===== src/rtl/sparc_boot_loader_if.sv =====
// rtl/sparc_boot_loader_if.sv - program stream and RAM byte-write bus for the boot loader
interface sparc_boot_loader_if #(
  parameter int ADDR_WIDTH = 9
);
  logic                  prog_valid;
  logic                  prog_ready;
  logic [31:0]           prog_data;
  logic                  mem_we;
  logic [ADDR_WIDTH-1:0] mem_addr;
  logic [7:0]            mem_wdata;

  // Host side: supplies instruction words, observes the RAM write port.
  modport master (
    output prog_valid, prog_data,
    input  prog_ready, mem_we, mem_addr, mem_wdata
  );

  // Loader side: accepts instruction words, drives the RAM write port.
  modport slave (
    input  prog_valid, prog_data,
    output prog_ready, mem_we, mem_addr, mem_wdata
  );
endinterface


===== src/rtl/sparc_boot_loader.sv =====
// rtl/sparc_boot_loader.sv - program loader and run sequencer for the SPARC datapath/control pair
module sparc_boot_loader #(
  parameter int NUM_WORDS   = 2,
  parameter int ADDR_WIDTH  = 9,
  parameter int BASE_ADDR   = 0,
  parameter int HOLD_CYCLES = 1,
  parameter int RUN_CYCLES  = 50
) (
  input  logic                 Clk,
  input  logic                 RESET_n,
  input  logic                 start,
  sparc_boot_loader_if.slave   bus,
  output logic                 cpu_reset,
  input  logic                 cpu_halt,
  output logic                 busy,
  output logic                 done,
  output logic                 timeout,
  output logic [15:0]          word_count,
  output logic [31:0]          cycle_count
);

  typedef enum logic [2:0] {
    S_IDLE, S_LOAD, S_WRITE, S_HOLD, S_RUN, S_DONE
  } state_t;

  state_t                state, state_next;
  logic [23:0]           data_q;      // low three bytes of the word being written
  logic [1:0]            byte_idx;
  logic [15:0]           hold_cnt;
  logic [ADDR_WIDTH-1:0] addr_q;
  logic [7:0]            wdata_q;

  logic [15:0]           word_count_inc;
  logic [31:0]           cycle_count_inc;
  logic                  last_byte;
  logic                  last_word;
  logic                  hold_last;
  logic                  run_last;
  logic [ADDR_WIDTH-1:0] word_base;
  logic [7:0]            next_byte;

  logic o_prog_ready, o_mem_we, o_cpu_reset, o_busy, o_done;

  assign word_count_inc  = word_count + 16'd1;
  assign cycle_count_inc = cycle_count + 32'd1;
  assign last_byte       = (byte_idx == 2'd3);
  assign last_word       = (word_count_inc == 16'(NUM_WORDS));
  assign hold_last       = (hold_cnt == 16'(HOLD_CYCLES - 1));
  assign run_last        = (cycle_count_inc == 32'(RUN_CYCLES));
  // Byte address of byte 0 of the current word; truncation gives the silent wrap.
  assign word_base       = ADDR_WIDTH'(BASE_ADDR) + ADDR_WIDTH'({word_count, 2'b00});
  // Big-endian order: the byte following the one currently on the bus.
  assign next_byte       = (byte_idx == 2'd0) ? data_q[23:16] :
                           (byte_idx == 2'd1) ? data_q[15:8]  : data_q[7:0];

  // State register.
  always_ff @(posedge Clk or negedge RESET_n) begin
    if (!RESET_n) state <= S_IDLE;
    else          state <= state_next;
  end

  // Next-state selection.
  always_comb begin
    state_next = state;
    case (state)
      S_IDLE:  if (start) state_next = S_LOAD;
      S_LOAD:  if (bus.prog_valid) state_next = S_WRITE;
      S_WRITE: if (last_byte) state_next = last_word ? S_HOLD : S_LOAD;
      S_HOLD:  if (hold_last) state_next = S_RUN;
      S_RUN:   if (cpu_halt || run_last) state_next = S_DONE;
      S_DONE:  if (start) state_next = S_LOAD;
      default: state_next = S_IDLE;
    endcase
  end

  // Control outputs decoded from the registered state only.
  always_comb begin
    o_prog_ready = 1'b0;
    o_mem_we     = 1'b0;
    o_cpu_reset  = 1'b1;
    o_busy       = 1'b0;
    o_done       = 1'b0;
    case (state)
      S_LOAD:  begin o_prog_ready = 1'b1; o_busy = 1'b1; end
      S_WRITE: begin o_mem_we = 1'b1; o_busy = 1'b1; end
      S_HOLD:  o_busy = 1'b1;
      S_RUN:   begin o_cpu_reset = 1'b0; o_busy = 1'b1; end
      S_DONE:  o_done = 1'b1;
      default: ;
    endcase
  end

  assign bus.prog_ready = o_prog_ready;
  assign bus.mem_we     = o_mem_we;
  assign bus.mem_addr   = addr_q;
  assign bus.mem_wdata  = wdata_q;
  assign cpu_reset      = o_cpu_reset;
  assign busy           = o_busy;
  assign done           = o_done;

  // Datapath: word capture, byte stepping, hold/run counters and completion status.
  always_ff @(posedge Clk or negedge RESET_n) begin
    if (!RESET_n) begin
      data_q      <= '0;
      byte_idx    <= '0;
      hold_cnt    <= '0;
      addr_q      <= '0;
      wdata_q     <= '0;
      word_count  <= '0;
      cycle_count <= '0;
      timeout     <= 1'b0;
    end else begin
      case (state)
        S_IDLE, S_DONE: begin
          if (start) begin
            word_count  <= '0;
            cycle_count <= '0;
            timeout     <= 1'b0;
          end
        end
        S_LOAD: begin
          if (bus.prog_valid) begin
            data_q   <= bus.prog_data[23:0];
            byte_idx <= 2'd0;
            addr_q   <= word_base;
            wdata_q  <= bus.prog_data[31:24];
          end
        end
        S_WRITE: begin
          if (last_byte) begin
            word_count <= word_count_inc;
            hold_cnt   <= '0;
          end else begin
            byte_idx <= byte_idx + 2'd1;
            addr_q   <= addr_q + 1'b1;
            wdata_q  <= next_byte;
          end
        end
        S_HOLD: hold_cnt <= hold_cnt + 16'd1;
        S_RUN: begin
          cycle_count <= cycle_count_inc;
          // Halt takes priority when it lands on the budget cycle.
          if (!cpu_halt && run_last) timeout <= 1'b1;
        end
        default: ;
      endcase
    end
  end

endmodule

===== src/flat_wrapper.sv =====
// flat-port wrapper written by rule: the top's interface ports become plain ports
module sparc_boot_loader_flat 
#(
  parameter int NUM_WORDS   = 2,
  parameter int ADDR_WIDTH  = 9,
  parameter int BASE_ADDR   = 0,
  parameter int HOLD_CYCLES = 1,
  parameter int RUN_CYCLES  = 50
)
  (Clk, RESET_n, start, cpu_reset, cpu_halt, busy, done, timeout, word_count, cycle_count, bus_prog_valid, bus_prog_data, bus_prog_ready, bus_mem_we, bus_mem_addr, bus_mem_wdata);
  sparc_boot_loader_if #(.ADDR_WIDTH(ADDR_WIDTH)) bus_i ();
  input  logic Clk;
  input  logic RESET_n;
  input  logic start;
  output logic cpu_reset;
  input  logic cpu_halt;
  output logic busy;
  output logic done;
  output logic timeout;
  output logic [15:0] word_count;
  output logic [31:0] cycle_count;
  input wire logic [$bits(bus_i.prog_valid)-1:0] bus_prog_valid;
  input wire logic [$bits(bus_i.prog_data)-1:0] bus_prog_data;
  output wire logic [$bits(bus_i.prog_ready)-1:0] bus_prog_ready;
  output wire logic [$bits(bus_i.mem_we)-1:0] bus_mem_we;
  output wire logic [$bits(bus_i.mem_addr)-1:0] bus_mem_addr;
  output wire logic [$bits(bus_i.mem_wdata)-1:0] bus_mem_wdata;
  assign bus_i.prog_valid = bus_prog_valid;
  assign bus_i.prog_data = bus_prog_data;
  assign bus_prog_ready = bus_i.prog_ready;
  assign bus_mem_we = bus_i.mem_we;
  assign bus_mem_addr = bus_i.mem_addr;
  assign bus_mem_wdata = bus_i.mem_wdata;
  sparc_boot_loader #(.NUM_WORDS(NUM_WORDS), .ADDR_WIDTH(ADDR_WIDTH), .BASE_ADDR(BASE_ADDR), .HOLD_CYCLES(HOLD_CYCLES), .RUN_CYCLES(RUN_CYCLES)) u_core (.Clk(Clk), .RESET_n(RESET_n), .start(start), .bus(bus_i), .cpu_reset(cpu_reset), .cpu_halt(cpu_halt), .busy(busy), .done(done), .timeout(timeout), .word_count(word_count), .cycle_count(cycle_count));
endmodule

===== config.mk =====
export PLATFORM = sky130hd
export DESIGN_NAME = sparc_boot_loader_flat
export DESIGN_NICKNAME = d
export VERILOG_FILES = /design/src/rtl/sparc_boot_loader_if.sv /design/src/rtl/sparc_boot_loader.sv /design/src/flat_wrapper.sv
export SDC_FILE = /design/constraint.sdc
export NUM_CORES = 1
export LEC_CHECK = 0
export ABC_CLOCK_PERIOD_IN_PS = 3940
export CORE_MARGIN = 2
export CORE_UTILIZATION = 54
export CTS_BUF_LIST = sky130_fd_sc_hd__clkbuf_16
export DETAILED_ROUTE_END_ITERATION = 10
export HOLD_SLACK_MARGIN = 0.15
export MAX_ROUTING_LAYER = met4
export PLACE_DENSITY = 0.89
export SLEW_MARGIN = 20
export SYNTH_ARGS = -nofsm -noshare
export SYNTH_HDL_FRONTEND = slang
export SYNTH_SLANG_ARGS = --single-unit
export TNS_END_PERCENT = 5

===== constraint.sdc =====
create_clock -name Clk -period 3.94 [get_ports Clk]
set_input_delay 0.591 -clock Clk [delete_from_list [all_inputs] [get_ports Clk]]
set_output_delay 0.591 -clock Clk [all_outputs]
set_load 0.02 [all_outputs]

==> results.yml <==
run_status:
  status: "finished, violations left"
  violations: "DRC"
timing:
  tns_ps: 0
  fin_skew_ps: 8.87
  finalCritPeriodShare: 0.859
  rsz0062_at_grt: "no"
  hold_viol_final: 0
  finalMaxSlewViolations: 0
  max_slew_margin: 0.353
  setup_viol: 0
  worstMarginPinSlew_ps: 967
  fmax_ghz: 0.296
  setup_slack_ps: 557
  finalCriticalPeriod_ps: 3380
global_route:
  track_usage: 0.277
  grt_use_met3: 0.0450
  grt_pass1_vias: 5685
  antenna_found_initial: 0
  grt_max_degree: 65
  gr-usage-met1: 0.368
  grt_busiest_layer: "met2"
  grt_first_pass_wirelength_um: 28100
  use_met2: 0.433
  overflow: 0
setup_path:
  regToRegEndpoint: "u_core.state[1]$_DFFE_PN0P_"
  worst-path-buf-inv: 0
  reg2reg_slack_ps: 560
  crit_chain: "ha_1 -> and3_1 -> and4_1 -> nand2_1 -> nor4b_1 -> a2bb2oi_2 -> nand4_1 -> a21oi_1 -> mux2_1"
  worstRegToRegCells: 9
  required_ps: 4180
  worstPathMaxFanout: 13
  r2r_start: "u_core.cycle_count[0]$_DFFE_PN0P_"
  cp-start-kind: "flop"
  arrival_ps: 3620
  cp_slowest_cell: "dfrtp_1"
  crit_family: "simple AND/OR/NAND/NOR gates"
  end_kind: "flop"
  critPathKind: "reg2reg"
  slowest_delay_ps: 540
synthesis:
  synthArstFlopShare: 1.00
  synth_area_leaders: "dfrtp_1 (43%), o21ai_0 (7.7%), nand2_1 (5.0%), mux2_2 (4.7%), nor2_1 (4.0%)"
  synth_seq_cells: 111
  syn_nets: 792
  ys_types: 61
  yosysWarningCount: 0
  synth-edff-count: 0
  syn_inst: 745
  synthesis.area_um2: 6420
  yosysTopAreaCell: "dfrtp_1"
  avgSynthCellArea_um2: 8.62
  ys.flop_type: "dfrtp_1"
  ys_seq_area_frac: 0.432
  synth_top_area_frac: 0.432
final_layout:
  nets: 869
  instances_no_fill: 970
  drive_gt1_frac: 0.0726
  n_antenna_cell: 0
  syn2layout_area_growth_pct: 21.8
worst_hold_path:
  hp-class: "in2async"
clocking:
  postCtsResizedCells: 0
  root_buffer: "clkbuf_16"
  cts_tree: "yes"
  cts_sinks: 111
  holdBufCountCts: 0
  post_cts_buffers: 0
  cts_buffers: 9
  cts_max_path_buffers: 2
  cts.clk_slew.worst_paths_ps: 80
  h-tree-depth: 3
  clock_latency_ps: 360
placed_design:
  dp_hpwl_um: 11900
  dp_slack_ps: 679
  gp_congestion: 0.928
  port_buffers: 107
  dpl.cell_count: 954
die:
  die_area_um2: 12800
  start_util: 0.558
  rows: 39
  chipHeight_um: 113
  io_pins: 108
  design.core.area_um2: 11500
  die_x_um: 113
route:
  drt_iter0_drc: 664
  totalWireLength_um: 17000
  vias: 6059
  wire_per_inst_um: 17.5
  viasPerCell: 6.25
  drtAntennaViolNets: 0
  drc: 4
  first_pass_iters: 7
power_and_ir_drop:
  sw_frac_of_total: 0.388
  ir_drop_v: 0.000553
  p_leak_nw: 3.18
  seqPwrFrac: 0.396
  powerDensity_nw_per_um2: 538
  internal-power_mw: 2.58
  comb_power_share: 0.394
  p_switching_mw: 1.63
  clkPwrFrac: 0.209
  power.total_mw: 4.21
flow_run:
  maxCapViolCount: 0
state kept, by name, summed over array words and instances, names as in the netlist:
| register | flops |
|---|---|
| u_core.cycle_count | 32 |
| u_core.data_q | 24 |
| u_core.hold_cnt | 16 |
| u_core.word_count | 16 |
| u_core.bus.mem_addr | 9 |
| u_core.bus.mem_wdata | 8 |
| u_core.state | 3 |
| u_core.byte_idx | 2 |
| u_core.timeout | 1 |
layer usage:
metal,routed length (µm),part of all wire
met5,0,0
met4,421,0.025
met3,1010,0.060
met2,8220,0.48
met1,7300,0.43
final cells by class:
class / count / area (µm²)
clock buffer: 9 / 225
sequential: 111 / 2780
tap: 143 / 179
clock inverter: 7 / 56.3
inverter: 11 / 41.3
timing repair buffer: 115 / 1130
multi-input combinational: 574 / 3420
fill: 894 / 3690
metrics by stage:
stage               utilization  hold slack, ps  cell area [µm²]
CTS                       0.680             346             7830
global placement          0.655             466             7540
floorplan                     -             295             6420
global route              0.680             383             7830
finish                    0.680             309             7830
detailed placement        0.655             478             7540
worst max path at each step:
stage,startpoint,endpoint,slack [ps],cells past startpoint
floorplan,u_core.cycle_count[0]$_DFFE_PN0P_,u_core.state[1]$_DFFE_PN0P_,980,11
global placement,u_core.cycle_count[0]$_DFFE_PN0P_,u_core.state[1]$_DFFE_PN0P_,850,9
detailed placement,u_core.cycle_count[0]$_DFFE_PN0P_,u_core.state[1]$_DFFE_PN0P_,680,9
CTS,u_core.state[1]$_DFFE_PN0P_,bus_mem_we,630,3
global route,u_core.cycle_count[0]$_DFFE_PN0P_,u_core.state[1]$_DFFE_PN0P_,310,9
finish,u_core.cycle_count[0]$_DFFE_PN0P_,u_core.state[1]$_DFFE_PN0P_,560,9
layout by cell type (no fill, tap or decap), types with 6 or more instances in the layout:
cell	netlist	layout
a21oi_1	45	45
a31oi_1	15	15
and2_1	15	15
and3_1	21	21
buf_4	0	9
clkbuf_16	0	9
clkdlybuf4s50_1	0	106
dfrtp_1	111	111
ha_1	10	10
inv_1	10	10
mux2_2	27	27
mux2i_1	15	15
nand2_1	85	85
nand3_1	32	32
nand4_1	19	19
nor2_1	68	68
nor3_1	19	19
nor4_1	10	10
o21ai_0	99	99
o31ai_1	15	15
or3_1	6	6
xnor2_1	10	10
kinds of logic after synthesis:
group           after synthesis  share of synthesized area
simple gates                299                      0.232
compound gates              208                      0.189
flops                       111                      0.432
buf+inv                      60                     0.0356
mux                          43                     0.0724
xor+xnor                     14                     0.0191
fa+ha+maj                    10                     0.0195
cells in the mapped netlist, drive strengths merged, types with 16 or more instances:
cell,number
nand2,85
o21ai,100
nand4,20
clkbuf,42
o31ai,16
nor3,19
nor2,68
dfrtp,111
a21oi,45
and3,21
nand3,32
mux2,28
power groups by stage:
| stage | registers [mW] | clock network [mW] | logic [mW] |
|---|---|---|---|
| floorplan | 1.71 | 0 | 1.01 |
| CTS | 1.66 | 0.888 | 1.66 |
| detailed placement | 1.68 | 0 | 1.65 |
| global route | 1.70 | 0.932 | 1.81 |
| finish | 1.67 | 0.882 | 1.66 |
| global placement | 1.65 | 0 | 1.58 |
worst reg2reg max path: cells and delay by family (launching register included):
kind / cells / cell delay (ps)
compound gates: 2 / 400
flops: 1 / 540
fa+ha+maj: 1 / 340
simple gates: 5 / 1640
mux: 1 / 340
Note: power is estimated with default switching activity, not from simulation.
